$ cat config.mk
export PLATFORM = sky130hd
export DESIGN_NAME = bcd_seq_converter
export DESIGN_NICKNAME = d
export VERILOG_FILES = /design/src/rtl/bcd_seq_converter.sv
export SDC_FILE = /design/constraint.sdc
export NUM_CORES = 1
export LEC_CHECK = 0
export BUFFER_PORTS_ARGS = -buffer_cell sky130_fd_sc_hd__buf_2
export CAP_MARGIN = 20
export CORE_MARGIN = 8
export CORE_UTILIZATION = 45
export DETAILED_ROUTE_END_ITERATION = 8
export MAX_ROUTING_LAYER = met4
export PLACE_DENSITY = 0.68
export SLEW_MARGIN = 5
export SYNTH_ARGS = -nofsm -noshare
export SYNTH_HDL_FRONTEND = slang
export SYNTH_SLANG_ARGS = --single-unit
$ cat constraint.sdc
create_clock -name clk -period 1.46 [get_ports clk]
set_input_delay 0.073 -clock clk [delete_from_list [all_inputs] [get_ports clk]]
set_output_delay 0.073 -clock clk [all_outputs]
set_load 0.005 [all_outputs]
$ cat src/rtl/bcd_seq_converter.sv
// Sequential binary-to-BCD converter: one shift-and-add-3 iteration per clock,
// start/ready/done handshake, result held until the next conversion completes.
module bcd_seq_converter #(
  parameter int unsigned BIN_W  = 8,
  parameter int unsigned DIGITS = 3
) (
  input  logic                  clk,
  input  logic                  rst_n,
  input  logic                  start,
  input  logic [BIN_W-1:0]      bin_in,
  output logic                  ready,
  output logic                  busy,
  output logic                  done,
  output logic [4*DIGITS-1:0]   bcd_out,
  output logic                  overflow
);

  localparam int unsigned BCD_W = 4 * DIGITS;
  localparam int unsigned SR_W  = BCD_W + BIN_W;
  localparam int unsigned CNT_W = $clog2(BIN_W + 1);

  localparam logic [0:0] S_IDLE = 1'b0;
  localparam logic [0:0] S_CONV = 1'b1;

  logic [0:0]       state_q, state_d;
  logic [SR_W-1:0]  sr_q, sr_d;
  logic [CNT_W-1:0] cnt_q, cnt_d;
  logic             ovf_q, ovf_d;
  logic             ready_q, ready_d;
  logic             busy_q, busy_d;
  logic             done_q, done_d;
  logic [BCD_W-1:0] bcd_q, bcd_d;
  logic             overflow_q, overflow_d;

  logic [SR_W-1:0]  corr;
  logic [SR_W-1:0]  shifted;
  logic             shout;

  // Add-3 correction on every digit in parallel, from pre-correction values
  always_comb begin
    corr = sr_q;
    for (int i = 0; i < int'(DIGITS); i++) begin
      if (sr_q[BIN_W + 4*i +: 4] >= 4'd5) begin
        corr[BIN_W + 4*i +: 4] = sr_q[BIN_W + 4*i +: 4] + 4'd3;
      end
    end
  end

  assign shifted = {corr[SR_W-2:0], 1'b0};
  assign shout   = corr[SR_W-1];

  always_comb begin
    state_d    = state_q;
    sr_d       = sr_q;
    cnt_d      = cnt_q;
    ovf_d      = ovf_q;
    done_d     = 1'b0;
    bcd_d      = bcd_q;
    overflow_d = overflow_q;
    ready_d    = ready_q;
    busy_d     = busy_q;

    case (state_q)
      S_IDLE: begin
        if (start) begin
          sr_d    = {BCD_W'(0), bin_in};
          cnt_d   = CNT_W'(0);
          ovf_d   = 1'b0;
          state_d = S_CONV;
        end
      end
      S_CONV: begin
        sr_d  = shifted;
        ovf_d = ovf_q | shout;
        cnt_d = cnt_q + CNT_W'(1);
        // Last iteration publishes the result and returns to IDLE
        if (cnt_q == CNT_W'(BIN_W - 1)) begin
          bcd_d      = shifted[SR_W-1 -: BCD_W];
          overflow_d = ovf_q | shout;
          done_d     = 1'b1;
          state_d    = S_IDLE;
        end
      end
      default: state_d = S_IDLE;
    endcase

    ready_d = (state_d == S_IDLE);
    busy_d  = ~ready_d;
  end

  always_ff @(posedge clk) begin
    if (!rst_n) begin
      state_q    <= S_IDLE;
      sr_q       <= '0;
      cnt_q      <= '0;
      ovf_q      <= 1'b0;
      ready_q    <= 1'b1;
      busy_q     <= 1'b0;
      done_q     <= 1'b0;
      bcd_q      <= '0;
      overflow_q <= 1'b0;
    end else begin
      state_q    <= state_d;
      sr_q       <= sr_d;
      cnt_q      <= cnt_d;
      ovf_q      <= ovf_d;
      ready_q    <= ready_d;
      busy_q     <= busy_d;
      done_q     <= done_d;
      bcd_q      <= bcd_d;
      overflow_q <= overflow_d;
    end
  end

  assign ready    = ready_q;
  assign busy     = busy_q;
  assign done     = done_q;
  assign bcd_out  = bcd_q;
  assign overflow = overflow_q;

endmodule

* Yosys cells after proc, flatten, opt, wreduce, memory -nomap -nowiden
Cells that the tools add are included.
Cells by class: reductions and logical operators 2, equality and inequality tests 2, multiply operators 0, mux-type cells 13, magnitude comparators 3, divide/modulo/power cells 0, shifts and indexed selects 0, bitwise gates (word level) 3, add/subtract/negate cells 4
Operator list (number):
- one-hot mux 20 bit (2 select lines) | 1
- 2-to-1 mux 20 bit | 1
- 2-to-1 mux 4 bit | 4
- adder 4 x 2 -> 4 bit, second input constant | 3
- greater-or-equal comparator 4 x 3 -> 1 bit, second input constant | 3
- one-hot mux 4 bit (2 select lines) | 1
- adder 4 x 1 -> 4 bit, second input constant | 1
- equality test 4 x 3 -> 1 bit, second input constant | 1
- 2-to-1 mux 1 bit | 4
- one-hot mux 1 bit (2 select lines) | 2
- AND reduction 2 bit | 2
- != test 2 bit, second input constant | 1
- inverter 1 bit | 2
- OR 1 bit | 1
Word-level totals: memories 0, memory bits (writable) 0, word-level logic and storage cells 35, bits in latches 0, input port bits 11, memory bits (read-only) 0, bits in registers 41, output and inout port bits 16

* Depth between registers and ports, before layout
Gate-level depths: netlist of the first run.
depth after elaboration 4, mapped depth 6, depth with buffers taken out 6

* Least setup slack after synthesis of the first run
Ideal clock, no wire load.
path kind register to register, start reg sr_q[16], end reg sr_q[18], setup slack 52 ps, library setup time 92 ps, clock period less this slack 1408 ps, required time 1368 ps, stages on the path, launching flop included 7, data arrival time 1316 ps, path buffers 0, cells stage by stage dfxtp_1 -> inv_1 -> ha_1 -> nand2b_1 -> a21oi_2 -> mux2_2 -> o32ai_1
On the way: word-level cells in the longest chain between the ends 3, elaborated cells between the ends (all ways) 4, classes of those cells add/sub (1); order compare (1); mux (2)
RTL lines:
- from (decl) | RTL line 26 | logic [SR_W-1:0] sr_q, sr_d;
- from (signal assigned) | RTL line 104 | sr_q <= sr_d;
- adder 4 x 2 -> 4 bit or greater-or-equal comparator 4 x 3 -> 1 bit (tied branches) | RTL line 44, 43
- 2-to-1 mux 4 bit (*) | RTL line 43 | if (sr_q[BIN_W + 4*i +: 4] >= 4'd5) begin
- one-hot mux 20 bit (2 select lines) (*) | RTL line 63 | case (state_q)
Mark *: on every way between the ends. The rest lies on a longest branch, timed or not. A chain may end at the register's enable or synchronous reset.

* Worst setup path after layout of the first run
start reg sr_q[17], end reg bcd_q[10] (netlist: bcd_out[10])
On the way: word-level cells in the longest chain between the ends 2, elaborated cells between the ends (all ways) 3, classes of those cells add/sub (1); order compare (1); mux (1)
RTL lines:
- adder 4 x 2 -> 4 bit or greater-or-equal comparator 4 x 3 -> 1 bit (tied branches) | RTL line 44, 43
- 2-to-1 mux 4 bit (*) | RTL line 43
- to (signal assigned) | RTL line 100 | bcd_q <= '0;
- to (signal assigned) | RTL line 110 | bcd_q <= bcd_d;
- to (decl) | RTL line 32 | logic [BCD_W-1:0] bcd_q, bcd_d;
Marked as above.

==> results.cfg, run 1 <==
[cts]
path_clk_slew_ns = 0.08
clock_tree.htree_level_count = 2
clk_path_buf_depth = 2
hold_buffers = 0
clkLatencyLatePin_ns = 0.29
cts_sinks = 41
cts_tree = done
cts_root_buffer = clkbuf_8
cts_made_buffers = 5

[logic_synthesis]
synth_common_cells = 41 x dfxtp_1, 21 x a21oi_1, 18 x nor2_1
synthDistinctLibCells = 28
syn_nets = 217
ys.flop_type = dfxtp_1
synth_cells = 199
avgSynthCellArea_um2 = 8.93
syn_area_um2 = 1780
ys_seq_elements = 41
ys_seq_area_share_pct = 46.2
synth_edf_count = 0
synth_area_leaders = dfxtp_1 46%, a21oi_1 5.9%, mux2i_1 5.1%
synthArstFlopShare_pct = 0
synth_top_area_cell = dfxtp_1
ys_warn_count = 0
yosys.area.top_type_share_pct = 46.2
synth.most_common_cell = dfxtp_1

[worst_setup_path]
crit_buf_inv = 1
endpoint_kind = flop
crit_slowest_cell = dfxtp_2
worstPathArrival_ns = 1.65
critical_path_required_ns = 1.69
start_kind = flop
cpPeakStageDelay_ns = 0.34
worstSetupPathType = flop to flop
critical_path.cell_chain = inv_1 -> ha_1 -> nand2b_4 -> a21oi_4 -> mux2_4 -> o21ai_1
path_max_fanout = 4
crit_family = flip-flops

[place]
hpwl_um = 2710
preCtsSetupSlack_ns = -0.0242
io_buffers = 26
place_area_um2 = 2030
placed_cells = 279
place_congestion = 0.852

[floorplan]
die_w_um = 78.9
dieHeight_um = 78.9
rows = 23
core-area_um2 = 3910
pin_count = 27
dieArea_um2 = 6220
initial_core_util_pct = 45.4

[route]
detail-route-antenna-nets = 0
met2_wirelength_um = 1820
wire_per_inst_um = 13.4
drc = 0
dr_total_vias = 1485
vias_per_cell = 5.19
drtIter0Drc = 74
first_pass_iters = 4
wl_met1_um = 1820
top_layer = met4
wl_um = 3850
wl_met3_um = 151

[global_route]
antenna_found_initial = 0
grt_pass1_wl_um = 6820
overflow = 0
grt_max_degree = 33
track_usage_pct = 13.8
grt_pass1_vias = 1480

[timing]
fin_tns_setup_ns = 0
clock.fmax_ghz = 0.705
hold_slack_ns = 0.0623
fin_ws_ns = 0.0413
setup_viol = 0
min_period_ns = 1.42
fin_crit_sh_pct = 97.2
tightest_slew_ns = 0.399
slew_headroom_pct = 73.3
skew_ns = 0.00599
maxSlewViolCount = 0
final_hold_viol_count = 0

[pwr]
power_mw = 2.18
p_leak_nw = 0.887
cellPowerDensity_nw_per_um2 = 985
ir_drop_uv = 468

[worst_hold_path]
worstHoldPathType = primary input to flop

[layout]
insertedDiodeCount = 0
area_growth_pct = 24.3
stdcell_count = 286
stdcell_area_um2 = 2210
drive_gt1_share_pct = 28.8
fin_nets = 254
final.fill_count = 365
final_util_pct = 56.5

[status]
status = finished clean

[flow_run]
drv_cap = 0
## layer usage
| layer | GRT usage [%] | vias to the layer above |
|---|---|---|
| li1 | - | 767 |
| met1 | 16.4 | 689 |
| met2 | 21.7 | 23 |
| met3 | 3.84 | 6 |
| met4 | 5.00 | 0 |
| met5 | - | - |
## power breakdown
part	switching (mW)	internal, mW	leakage, nW
logic	0.0862	0.0613	0.499
registers	0.0159	1.14	0.334
clock network	0.378	0.497	0.0540
## kinds of logic after synthesis
kind of cell,after synthesis,synth area share [%]
fa+ha+maj,7,4.93
simple gates,56,15.3
xor+xnor,3,1.48
compound gates,57,19.4
flops,41,46.2
mux,12,6.97
buf+inv,23,5.77
## sequential cells by signal, summed over array words and instances (netlist names)
name	count
sr_q	20
ovf_q	1
busy	1
done	1
ready	1
overflow	1
bcd_out	12
cnt_q	4
## final timing paths
path / slack (ns) / startpoint / to / depth (start not counted)
setup / recovery: 0.04 / sr_q[17] / bcd_out[10] / 6
hold / removal: 0.06 / bin_in[0] / sr_q[0] / 3
setup reg to reg: 0.04 / sr_q[17] / bcd_out[10] / 6
hold reg to reg: 0.45 / bcd_out[10] / bcd_out[10] / 2
## tightest hold or removal path, delay by kind of cell
| kind | cells | cell delay (ns) |
|---|---|---|
| and+or+nand+nor | 1 | 0.11 |
| buffers and inverters | 1 | 0.07 |
| muxes | 1 | 0.05 |
## cell usage in the layout, fill, tap and decap left out, types with 2 or more instances in the layout
cell and instances:
nor3b_1 9, dfxtp_2 4, a21oi_1 21, mux2_4 3
ha_1 6, mux2i_1 9, a211oi_1 2, inv_1 11
nor2_1 18, nor3_1 4, o32ai_1 6, inv_2 4
dfxtp_1 37, nand2_1 15, o21ai_0 7, nand2b_4 2
xnor2_1 2, a21oi_4 2, o21ai_1 11, buf_4 11
clkbuf_8 5, buf_2 26, o21ai_2 2, o32ai_2 2
nand3_1 4
## layout make-up
type | instances | area, um^2 | area share [%]
multi-input cells | 135 | 930 | 42.0
repair buffers | 38 | 233 | 10.5
well taps | 50 | 62.6 | 2.83
clock inverters | 2 | 35.0 | 1.58
clock buffers | 5 | 68.8 | 3.11
inverters | 15 | 56.3 | 2.55
flip-flops and latches | 41 | 826 | 37.4
## timing repair
item | 4_1_cts | 5_1_grt
endpoints found under the setup margin | 4 | 12
setup buffers | 0 | 0
resized for setup | 2 | 19
pin swaps | 2 | 3
No activity file was read; power rests on OpenSTA's default activity.
==> run 2, diff against run 1 <==
ABC_CLOCK_PERIOD_IN_PS = 1460   (was unset)
BUFFER_PORTS_ARGS = -buffer_cell sky130_fd_sc_hd__buf_4   (was -buffer_cell sky130_fd_sc_hd__buf_2)
CORE_UTILIZATION = 50   (was 45)
PLACE_DENSITY = 0.74   (was 0.68)
==> run 2 against run 1 <==
  * Clock skew fell by 0.00055 ns
  * Global-route usage rose by 1.4 points
  * Non-clock buffer count rose by 3
  * Sequential share of layout area fell by 0.74 points
  * Clock power fell by 35%
  * Sequential power barely moved
  * Setup slack improved by 0.0016 ns
  * Die area fell by 8.0%
  * First-iteration DRC count rose by 14%
  * Cell count fell by 0.35%
  * Maximum frequency rose by 0.11%
  * Final area rose by 2.3%
==> results.cfg, run 2 (synthesis results as in run 1) <==
[layout]
layout_common_cells = 40 x buf_4, 35 x dfxtp_1, 21 x a21oi_1, 18 x nor2_1, 15 x nand2_1
largest_register_ffs = 20
insertedDiodeCount = 0
area_growth_pct = 27.2
largest-register = sr_q
multi_input_area_um2 = 945
final_common_cell = buf_4
drive_gt1_share_pct = 31.4
fin_nets = 257
seq_area_um2 = 828
final.fill_count = 277

[worst_setup_path]
worstSetupPathType = flop to flop
critical_path_required_ns = 1.72
crit_buf_inv = 1
critical_path.cell_chain = inv_1 -> ha_1 -> nand2b_4 -> a21oi_4 -> mux2_4 -> o32ai_1
crit_family = flip-flops
crit_slowest_cell = dfxtp_2
path_max_fanout = 4
worstPathArrival_ns = 1.67
start_kind = flop
endpoint_kind = flop
cpPeakStageDelay_ns = 0.34

[route]
wl_um = 3860
wire_per_inst_um = 13.5
dr_total_vias = 1531
first_pass_iters = 4
vias_per_cell = 5.37
detail-route-antenna-nets = 0
drc = 0
drtIter0Drc = 84

[cts]
cts_tree = done
hold_buffers = 0
cts_root_buffer = clkbuf_4
clk_path_buf_depth = 2
clkLatencyLatePin_ns = 0.34
path_clk_slew_ns = 0.11
cts_sinks = 41
clock_tree.htree_level_count = 2
cts_made_buffers = 5

[floorplan]
core-area_um2 = 3390
dieHeight_um = 75.6
pin_count = 27
die_w_um = 75.6
initial_core_util_pct = 52.5
dieArea_um2 = 5720
rows = 21

[place]
preCtsSetupSlack_ns = -0.0479
place_congestion = 0.879
io_buffers = 26
hpwl_um = 2630

[worst_hold_path]
worstHoldPathType = primary input to flop

[timing]
maxSlewViolCount = 0
min_period_ns = 1.42
clock.fmax_ghz = 0.706
fin_crit_sh_pct = 97.1
slew_headroom_pct = 71.2
fin_ws_ns = 0.0429
skew_ns = 0.00544
tightest_slew_ns = 0.430
hold_slack_ns = 0.0222
final_hold_viol_count = 0
setup_viol = 0

[pwr]
cellPowerDensity_nw_per_um2 = 831
ir_drop_uv = 590
p_leak_nw = 0.899
power_mw = 1.88

[status]
status = finished clean

[global_route]
grt_pass1_wl_um = 6450
grt_max_degree = 29
overflow = 0
grt_pass1_vias = 1411
track_usage_pct = 15.2
antenna_found_initial = 0

[flow_run]
drv_cap = 0
[run 2: cell count changes in the layout (fill, tap and decap cells not counted), sizes merged]
cell,previous run,this run
bufinv,1,0
buf,38,41
clkbuf,5,7
clkinv,1,0
[run 2: area by class of cell]
type,instances,share of cell area [%]
Inverter,15,2.49
Tap cell,46,2.54
Timing Repair Buffer,41,14.2
Multi-Input combinational cell,135,41.8
Clock buffer,7,2.43
Sequential cell,41,36.6
[run 2: worst reg2reg max path, cell delays in order (launching register included)]
cell and delay (ns):
dfxtp_2 0.34, inv_1 0.07, ha_1 0.18, nand2b_4 0.15, a21oi_4 0.17, mux2_4 0.32
o32ai_1 0.10
[run 2: layer usage]
layer  track usage (%)  wire, um
met2              23.5      1830
met1              18.4      1750
met3              3.95       194
met4              5.76        78
met5                 -         0
[run 2: per-stage QoR]
stage               instances  TNS [ns]  util (%)  instance area (um^2)
global placement          273         0      61.1                  2070
global route              285  -0.00427      66.7                  2260
finish                    285         0      66.7                  2260
CTS                       283         0      63.8                  2160
detailed placement        273   -0.0781      61.1                  2070
floorplan                 199         0         -                  1780
[run 2: worst paths after layout]
check | startpoint | to | slack [ns] | cells past startpoint
setup / recovery | sr_q[13] | sr_q[14] | 0.04 | 6
hold / removal | bin_in[0] | sr_q[0] | 0.02 | 3
setup reg to reg | sr_q[13] | sr_q[14] | 0.04 | 6
hold reg to reg | bcd_out[10] | bcd_out[10] | 0.45 | 2
[run 2: report_power, final]
group	switching, mW	internal (mW)
combinational	0.0904	0.0705
sequential	0.0136	1.14
clock	0.339	0.228
[run 2: timing repair]
action | 4_1_cts | 5_1_grt
hold endpoints to repair | 0 | 0
pin swaps | 2 | 3
gates resized for setup | 5 | 20
endpoints found under the setup margin | 6 | 13
setup buffers | 3 | 2
==> run 3, diff against run 2 <==
ABC_AREA = 1   (was unset)
==> run 3 against run 2 <==
  * Flip-flop and latch count unchanged
  * Cell count rose by 21%
  * Sequential power about the same
  * Wire length down 2.8%
  * Maximum frequency rose by 8.2%
  * Setup slack gained 0.11 ns
  * Global-route usage is 1.5 points lower
  * Clock power up 66%
  * First-iteration DRC count grew 1.2%
  * Combinational power decreased by 9%
  * Largest power group unchanged
  * Highest routed layer unchanged
==> results.cfg, run 3 <==
[status]
status = finished clean

[place]
place_area_um2 = 2150
hpwl_um = 2870
placed_cells = 336
place_congestion = 0.893
io_buffers = 26

[cts]
clkLatencyLatePin_ns = 0.29
path_clk_slew_ns = 0.08
clk_path_buf_depth = 2
cts_sinks = 41
clock_tree.htree_level_count = 2
cts_root_buffer = clkbuf_8
cts_tree = done
cts_made_buffers = 5
hold_buffers = 0

[pwr]
cellPowerDensity_nw_per_um2 = 986
p_int_mw = 1.76
power_mw = 2.24
switching_share_pct = 21.5
p_clk_share_pct = 42.0
ir_drop_uv = 591
p_comb_share_pct = 6.6
p_seq_share_pct = 51.5
power.switching_uw = 483
p_leak_nw = 1.08

[global_route]
grt_max_degree = 16
track_usage_pct = 13.6
grt_pass1_vias = 1513
overflow = 0
antenna_found_initial = 0
grt_pass1_wl_um = 6700

[worst_setup_path]
worstPathArrival_ns = 1.54
endpoint = ovf_q
crit_family = simple AND/OR/NAND/NOR gates
cp_common_cell = nand2_1
critical_path.cell_chain = inv_1 -> ha_1 -> inv_1 -> nand2_1 -> nand2_1 -> nand2_1 -> o21ai_1 -> nor2b_1
endpoint_kind = flop
crit_buf_inv = 2
rr_startpoint = sr_q[17]
r2r-end = ovf_q
reg2regPathDepth = 8
start_kind = flop
regToRegSetupSlack_ns = 0.15
worstSetupPathType = flop to flop
startpoint = sr_q[17]
crit_slowest_cell = dfxtp_1
cpPeakStageDelay_ns = 0.35
critical_path_required_ns = 1.69
path_max_fanout = 6
path_depth = 8

[logic_synthesis]
yosys.area_share.simple_pct = 31.8
syn_nets = 279
synth_common_cells = 87 x nand2_1, 41 x dfxtp_1, 32 x nand3_1
syn_area_um2 = 1870
ys.flop_type = dfxtp_1
synth-xor-area-share_pct = 0
ys_seq_area_share_pct = 43.8
avgSynthCellArea_um2 = 7.18
synth_top_area_cell = dfxtp_1
synth_fa_ha_area_share_pct = 4.67
synth_edf_count = 0
yosys.area.top_type_share_pct = 43.8
ys_warn_count = 0
synth.area.mux_share_pct = 1.07
ys_seq_elements = 41
synth_compound_area_share_pct = 9.21
synthDistinctLibCells = 23
synth_cells = 261
synthArstFlopShare_pct = 0
synth_top_family_by_area = simple AND/OR/NAND/NOR gates
synth_area_leaders = dfxtp_1 44%, nand2_1 17%, nand3_1 8.5%
synth.most_common_cell = nand2_1

[layout]
largest-register = sr_q
final.fill_count = 345
insertedDiodeCount = 0
fin_nets = 313
layout_common_cells = 87 x nand2_1, 41 x dfxtp_1, 37 x buf_4, 32 x nand3_1, 29 x inv_1
stdcell_area_um2 = 2270
largest_register_ffs = 20
stdcell_count = 344
final_common_cell = nand2_1
area_growth_pct = 21.2
drive_gt1_share_pct = 17.6

[route]
detail-route-antenna-nets = 0
vias_per_cell = 4.90
wl_um = 3750
dr_total_vias = 1684
wire_per_inst_um = 10.9
drc = 0
first_pass_iters = 4
drtIter0Drc = 85

[timing]
setup_viol = 0
skew_ns = 0.00686
fin_tns_setup_ns = 0
clock.fmax_ghz = 0.764
maxSlewViolCount = 0
min_period_ns = 1.31
rsz0062_at_grt = no
slew_headroom_pct = 78.8
tightest_slew_ns = 0.317
final_hold_viol_count = 0
fin_crit_sh_pct = 89.7

[floorplan]
initial_core_util_pct = 51.6
core-area_um2 = 3630
pin_count = 27
die_w_um = 77.2
rows = 22
dieHeight_um = 77.2
dieArea_um2 = 5960

[flow_run]
drv_cap = 0

[worst_hold_path]
worstHoldPathType = primary input to flop
run 3: cell count changes in the layout (fill, tap and decap cells not counted), sizes merged, moves of 6 or more:
cell / before / now
nand3: 4 / 33
inv: 15 / 31
a21oi: 24 / 17
nand2: 15 / 88
nor3b: 10 / 1
mux2i: 9 / 2
o32ai: 8 / 0
nor2: 18 / 8
nand4: 0 / 6
o21ai: 20 / 13
run 3: kinds of logic (layout without fill, tap and decap cells):
group	count (synthesis)	count (layout)
compound gates	33	33
simple gates	137	137
buf+inv	41	76
flops	41	41
fa+ha+maj	7	7
mux	2	2
run 3: how the worst min path moves through the flow:
stage	from	end	cells past startpoint
6_report	rst_n	sr_q[2]	3
5_1_grt	rst_n	sr_q[2]	3
4_1_cts	rst_n	sr_q[2]	3
3_5_place_dp	rst_n	sr_q[4]	3
3_3_place_gp	rst_n	sr_q[5]	3
2_1_floorplan	bin_in[0]	sr_q[0]	2
run 3: worst reg2reg max path: stages (launching register included):
cell	delay [ns]
dfxtp_1	0.35
inv_1	0.08
ha_1	0.20
inv_1	0.05
nand2_1	0.11
nand2_1	0.09
nand2_1	0.05
o21ai_1	0.17
nor2b_1	0.16
run 3: layer usage:
layer / share of wire, % / vias to the layer above / track usage (%)
met5: 0 / - / -
met4: 1.2 / 0 / 5.09
met3: 5.7 / 6 / 4.78
met2: 43 / 44 / 19.5
met1: 50 / 728 / 17.2
li1: - / 906 / -
run 3: what timing repair did:
item | CTS | global route
endpoints found under the setup margin | 0 | 2
gates resized for setup | 0 | 1
buffers inserted | 0 | 0
run 3: power groups by stage:
| stage | Combinational, mW | Clock (mW) | Sequential [mW] |
|---|---|---|---|
| 6_report | 0.147 | 0.941 | 1.15 |
| 5_1_grt | 0.167 | 1.02 | 1.16 |
| 4_1_cts | 0.149 | 0.964 | 1.15 |
| 3_5_place_dp | 0.148 | 0 | 1.18 |
| 3_3_place_gp | 0.149 | 0 | 1.18 |
| 2_1_floorplan | 0.0923 | 0 | 1.17 |
run 3: metrics by stage:
step | hold slack [ns] | utilization (%) | setup slack (ns)
2_1_floorplan | 0.237 | - | 0.241
3_3_place_gp | 0.368 | 59.2 | 0.147
3_5_place_dp | 0.373 | 59.2 | 0.125
4_1_cts | 0.0599 | 62.5 | 0.0901
5_1_grt | 0.0766 | 62.5 | 0.00734
6_report | 0.0683 | 62.5 | 0.150
run 3: layout make-up:
type	count	area (um^2)	share of cell area (%)
Clock buffer	6	82.6	3.63
Multi-Input combinational cell	179	877	38.6
Tap cell	48	60.1	2.64
Timing Repair Buffer	37	278	12.2
Sequential cell	41	821	36.1
Clock inverter	2	37.5	1.65
Inverter	31	116	5.12
